<file path="src/rtl/branch_predictor.sv">
// Purpose : PHT of 2-bit saturating counters (static / bimodal / gshare) with speculative GHR and branch statistics.
// Latency : prediction is combinational in D; counter, GHR and statistics writes appear on the next cycle.
// Backpres: none; updates are taken every cycle they are presented, stallD only freezes the speculative GHR shift.
module branch_predictor #(
    parameter int          IDX_W    = 6,      // PHT index width, 2^IDX_W counters
    parameter int          GHR_W    = 6,      // history length, 1..IDX_W
    parameter int          MODE     = 1,      // 0 static not-taken, 1 bimodal, 2 gshare, 3 treated as 0
    parameter logic [1:0]  CNT_INIT = 2'b01   // reset value of every counter
) (
    input  logic             clk,
    input  logic             rst,

    // D-stage lookup
    input  logic             lookup_enD,
    input  logic             stallD,
    input  logic [31:0]      pcD,
    output logic             predict_takeD,
    output logic [GHR_W-1:0] ghr_snapD,

    // E-stage resolution
    input  logic             update_enE,
    input  logic [31:0]      pcE,
    input  logic             takenE,
    input  logic             predictedE,
    input  logic [GHR_W-1:0] ghr_snapE,
    output logic             mispredictE,

    // debug statistics
    output logic [31:0]      branch_cnt,
    output logic [31:0]      mispred_cnt
);

    localparam int ENTRIES    = 1 << IDX_W;
    // MODE 3 is an illegal setting and falls back to the static predictor.
    localparam bit USE_PHT    = (MODE == 1) || (MODE == 2);
    localparam bit USE_GSHARE = (MODE == 2);

    // Pattern history table and its next-state image.
    logic [1:0]       pht_q [ENTRIES];
    logic [1:0]       pht_d [ENTRIES];

    logic [GHR_W-1:0] ghr_q,         ghr_d;
    logic [31:0]      branch_cnt_q,  branch_cnt_d;
    logic [31:0]      mispred_cnt_q, mispred_cnt_d;

    logic [IDX_W-1:0] idx_lookup;
    logic [IDX_W-1:0] idx_update;
    logic [1:0]       upd_cur;
    logic [1:0]       upd_next;

    // History concatenated with the new outcome; the low GHR_W bits are the
    // shifted history. This form also covers GHR_W = 1, where the shift just
    // replaces the single bit.
    logic [GHR_W:0]   repair_cat;
    logic [GHR_W:0]   spec_cat;

    // PC bits outside the index field, and the dropped history MSB, are
    // intentionally ignored.
    logic             unused_bits;
    assign unused_bits = ^{pcD[31:IDX_W+2], pcD[1:0], pcE[31:IDX_W+2], pcE[1:0],
                           repair_cat[GHR_W], spec_cat[GHR_W]};

    // Bimodal index is the word-aligned PC field; gshare folds in the history
    // (zero-extended so a short history only perturbs the low index bits).
    function automatic logic [IDX_W-1:0] pht_index(input logic [31:0]      pc,
                                                   input logic [GHR_W-1:0] hist);
        logic [IDX_W-1:0] hist_ext;
        logic [IDX_W-1:0] idx;
        hist_ext             = '0;
        hist_ext[GHR_W-1:0]  = hist;
        idx                  = pc[IDX_W+1:2];
        if (USE_GSHARE) begin
            idx = idx ^ hist_ext;
        end
        return idx;
    endfunction

    // D-stage lookup: read the counter selected by pcD and the live history.
    always_comb begin
        idx_lookup    = pht_index(pcD, ghr_q);
        predict_takeD = 1'b0;
        if (USE_PHT) begin
            predict_takeD = pht_q[idx_lookup][1];
        end
        ghr_snapD     = ghr_q;
    end

    // E-stage resolution: mispredict flag and the saturating step for the
    // trained entry, indexed with the snapshot taken in D (never the live GHR).
    always_comb begin
        mispredictE = update_enE & (takenE != predictedE);
        idx_update  = pht_index(pcE, ghr_snapE);
        upd_cur     = pht_q[idx_update];
        upd_next    = upd_cur;
        if (takenE) begin
            if (upd_cur != 2'b11) begin
                upd_next = upd_cur + 2'b01;
            end
        end else begin
            if (upd_cur != 2'b00) begin
                upd_next = upd_cur - 2'b01;
            end
        end
    end

    // Counter training: at most one entry changes per cycle. The lookup above
    // reads pht_q, so a same-cycle collision returns the pre-update value.
    always_comb begin
        pht_d = pht_q;
        if (USE_PHT && update_enE) begin
            pht_d[idx_update] = upd_next;
        end
    end

    // History: mispredict repair beats the speculative shift, since the D
    // stage is being flushed in that cycle anyway.
    always_comb begin
        repair_cat = {ghr_snapE, takenE};
        spec_cat   = {ghr_q, predict_takeD};
        ghr_d      = ghr_q;
        if (mispredictE) begin
            ghr_d = repair_cat[GHR_W-1:0];
        end else if (lookup_enD && !stallD) begin
            ghr_d = spec_cat[GHR_W-1:0];
        end
    end

    // Statistics: free-running, wrap at 2^32.
    always_comb begin
        branch_cnt_d  = branch_cnt_q  + {31'd0, update_enE};
        mispred_cnt_d = mispred_cnt_q + {31'd0, mispredictE};
    end

    // State registers; reset wins over any same-cycle update or lookup.
    always_ff @(posedge clk) begin
        if (rst) begin
            for (int i = 0; i < ENTRIES; i++) begin
                pht_q[i] <= CNT_INIT;
            end
            ghr_q         <= '0;
            branch_cnt_q  <= '0;
            mispred_cnt_q <= '0;
        end else begin
            pht_q         <= pht_d;
            ghr_q         <= ghr_d;
            branch_cnt_q  <= branch_cnt_d;
            mispred_cnt_q <= mispred_cnt_d;
        end
    end

    assign branch_cnt  = branch_cnt_q;
    assign mispred_cnt = mispred_cnt_q;

endmodule
</file>
<file path="config.mk">
export PLATFORM = sky130hd
export DESIGN_NAME = branch_predictor
export DESIGN_NICKNAME = d
export VERILOG_FILES = /design/src/rtl/branch_predictor.sv
export SDC_FILE = /design/constraint.sdc
export NUM_CORES = 1
export LEC_CHECK = 0
export CAP_MARGIN = 20
export CORE_MARGIN = 2
export CORE_UTILIZATION = 50
export CTS_BUF_LIST = sky130_fd_sc_hd__clkbuf_16
export CTS_CLUSTER_SIZE = 30
export DETAILED_ROUTE_END_ITERATION = 8
export GPL_ROUTABILITY_DRIVEN = 0
export GPL_TIMING_DRIVEN = 0
export HOLD_SLACK_MARGIN = 0.12
export PLACE_DENSITY = 0.75
export SETUP_SLACK_MARGIN = 0.5
export SLEW_MARGIN = 20
export SYNTH_ARGS = -nofsm -noshare
export SYNTH_HDL_FRONTEND = slang
export SYNTH_SLANG_ARGS = --single-unit
export TNS_END_PERCENT = 1
</file>
<file path="constraint.sdc">
create_clock -name clk -period 4.7 [get_ports clk]
set_input_delay 0.705 -clock clk [delete_from_list [all_inputs] [get_ports clk]]
set_output_delay 0.705 -clock clk [all_outputs]
set_load 0.01 [all_outputs]
</file>
==> impl_metrics.env <==
export IMPL_status="finished clean"
export IMPL_hold_viol=0
export IMPL_place_hpwl_mm=22.8
export IMPL_dieHeight_um=146
export IMPL_clockBufferDepth=2
export IMPL_cts_resized=3
export IMPL_multiInputGateArea_mm2=0.00564
export IMPL_tns_ps=0
export IMPL_grt_start_max_net_pins=22
export IMPL_r2r_slack_ps=1670
export IMPL_tightest_slew_ps=1240
export IMPL_yosysWarnings=0
export IMPL_pwr_share_comb_pct=11.2
export IMPL_fin_crit_sh_pct=89.2
export IMPL_clock_power_share_pct=41.7
export IMPL_worstSetupPathType="in2out"
export IMPL_synth_largest_area_cell="dfxtp_1"
export IMPL_numCtsBuffers=17
export IMPL_cts_clk_slew_worst_paths_ps=80
export IMPL_whs_path_depth=2
export IMPL_cts_sinks=198
export IMPL_end_kind="primary output"
export IMPL_drive_above_1_share_pct=13.0
export IMPL_leakagePower_nw=3.93
export IMPL_rsz0062_at_grt="yes"
export IMPL_p_per_area_mw_per_mm2=302
export IMPL_diodes=0
export IMPL_synth_area_top_cells="dfxtp_1, mux4_2, nor2_1, a22oi_2, nand3b_1"
export IMPL_fin_skew_ps=15.4
export IMPL_vias=9454
export IMPL_hold_buffers=0
export IMPL_syn_inst=1100
export IMPL_rr_endpoint="pht_q[33]"
export IMPL_cts_root_buffer="clkbuf_16"
export IMPL_wirelength_mm=32.4
export IMPL_grt_ovfl_total=0
export IMPL_drtAntennaViolNets=0
export IMPL_io_pins=149
export IMPL_synth_edff_count=0
export IMPL_irDropWorstVdd_uv=334
export IMPL_final_nets=1292
export IMPL_min_path_type="reg2reg"
export IMPL_viasPerCell=6.35
export IMPL_p_int_mw=2.54
export IMPL_yosysMostFrequentCell="dfxtp_1"
export IMPL_relSlewSlack_pct=17.2
export IMPL_synth_top_cell_area_share_pct=39.5
export IMPL_place_port_buffers=90
export IMPL_ys_ff_latch=198
export IMPL_fin_total_pwr_mw=3.61
export IMPL_die_width_um=146
export IMPL_drv_slew=0
export IMPL_drt_initial_drc_count=1213
export IMPL_wl_per_cell_um=21.8
export IMPL_grt_first_pass_wirelength_mm=50.2
export IMPL_syn_area_per_cell_um2=9.12
export IMPL_register_area_mm2=0.00396
export IMPL_finalWorstSetupSlack_ps=507
export IMPL_ys_async_sr_fraction_pct=0
export IMPL_die_area_mm2=0.0212
export IMPL_ys_types=50
export IMPL_cts_max_level=4
export IMPL_start_kind="input port"
export IMPL_max_freq_ghz=0.238
export IMPL_swShare_pct=29.6
export IMPL_syn_to_final_growth_pct=18.9
export IMPL_finalCriticalPeriod_ps=4190
export IMPL_cts_tree="done"
export IMPL_track_usage_pct=30.3
export IMPL_ys_seq_area_share_pct=39.5
export IMPL_netlist_area_mm2=0.0100
export IMPL_cap_violations=0
export IMPL_remaining_drc_errors=0
export IMPL_setup_violations=0
export IMPL_fp_coreArea_mm2=0.0196
export IMPL_min_delay_start="pht_q[65]"
export IMPL_dpl_worst_slack_ps=117
export IMPL_grt_pass1_vias=8985
export IMPL_rows=51
export IMPL_cp_max_fo=10
export IMPL_antenna_found_initial=0
export IMPL_reg2reg_from="pht_q[97]"
export IMPL_arrival_ps=3490
export IMPL_hold_end="pht_q[65]"
export IMPL_rr_worst_depth=9
export IMPL_syn_nets=1181
export IMPL_netSwitchingPower_mw=1.07
export IMPL_seq_power_share_pct=47.1
export IMPL_synth_ff_type="dfxtp_1"
export IMPL_cp_required_ps=3990
export IMPL_fillCellCount=1719
export IMPL_yosys_top_cells_count="dfxtp_1, nor2_1, nand2_1, clkbuf_1, nand3b_1"
export IMPL_clk_latency_ps=460
export IMPL_dr_pass1_iters=8
export IMPL_start_util_pct=51.2
export IMPL_cts_post_setup_buffers_inserted=0
-- kinds of logic (layout without fill, tap and decap cells) --
group           after synthesis  count (layout)  share of synthesized area, %
simple gates                452             452                          21.7
compound gates              232             232                          18.2
flops                       198             198                          39.5
buf+inv                      95             219                          4.54
mux                          62              62                          10.5
xor+xnor                     55              55                          4.80
fa+ha+maj                     6               6                         0.711
-- cells in the final DEF, fill, tap and decap left out, drive strengths merged, types with 21 or more instances in the layout --
cell / Yosys / routed
nand2: 85 / 85
mux4: 33 / 33
nor3: 31 / 31
buf: 33 / 35
nor2: 171 / 171
clkbuf: 53 / 70
nand3: 35 / 35
xor2: 34 / 34
o31ai: 41 / 41
clkdlybuf4s50: 0 / 90
a22oi: 50 / 50
xnor2: 21 / 21
a21oi: 31 / 31
dfxtp: 198 / 198
o21ai: 36 / 36
nand3b: 46 / 46
nor2b: 34 / 34
a211oi: 26 / 26
-- routing by layer --
metal	vias up	track usage, %	wire (um)
li1	4221	-	-
met1	4425	39.5	12700
met2	646	46.2	14000
met3	160	8.62	4000
met4	2	15.1	1740
met5	-	0	23
-- area by class of cell --
cell class                 instances  share of cell area (%)
buffer                            86                    3.60
sequential                       198                    33.2
clock inverter                    15                    1.49
clock buffer                      17                    3.57
timing repair buffer              92                    7.71
multi-input combinational        807                    47.3
inverter                           9                   0.283
tap                              265                    2.78
-- power groups by stage --
stage | Combinational (mW) | Clock, mW | Sequential, mW
detailed placement | 0.386 | 0 | 1.74
global route | 0.416 | 1.57 | 1.70
finish | 0.403 | 1.50 | 1.70
global placement | 0.383 | 0 | 1.74
CTS | 0.388 | 1.51 | 1.70
floorplan | 0.231 | 0 | 1.74
-- critical path, cell delays in order --
cell,delay (ps)
clkbuf_1,430
clkbuf_4,420
mux4_2,400
mux4_2,500
mux4_2,520
clkdlybuf4s50_1,500
-- metrics by stage --
step                std cells  hold slack, ps  area [um2]  utilization (%)
floorplan                1100             465       10000                -
finish                   1489             514       11900             60.9
CTS                      1489             509       11900             60.8
detailed placement       1457             491       11300             57.7
global route             1489             520       11900             60.9
global placement         1455             481       11300             57.5
-- worst max path at each step --
stage | start | end | slack, ps
global route | pcD[2] | predict_takeD | 460
detailed placement | pcD[2] | predict_takeD | 120
global placement | pcD[2] | predict_takeD | 120
floorplan | pcD[2] | predict_takeD | 1080
finish | pcD[3] | predict_takeD | 510
CTS | pcD[3] | predict_takeD | 520
-- sequential cells by signal, indices dropped and copies added (netlist names) --
name         flops
pht_q          128
branch_cnt      32
mispred_cnt     32
ghr_snapD        6
(Power assumes the default switching activity.)
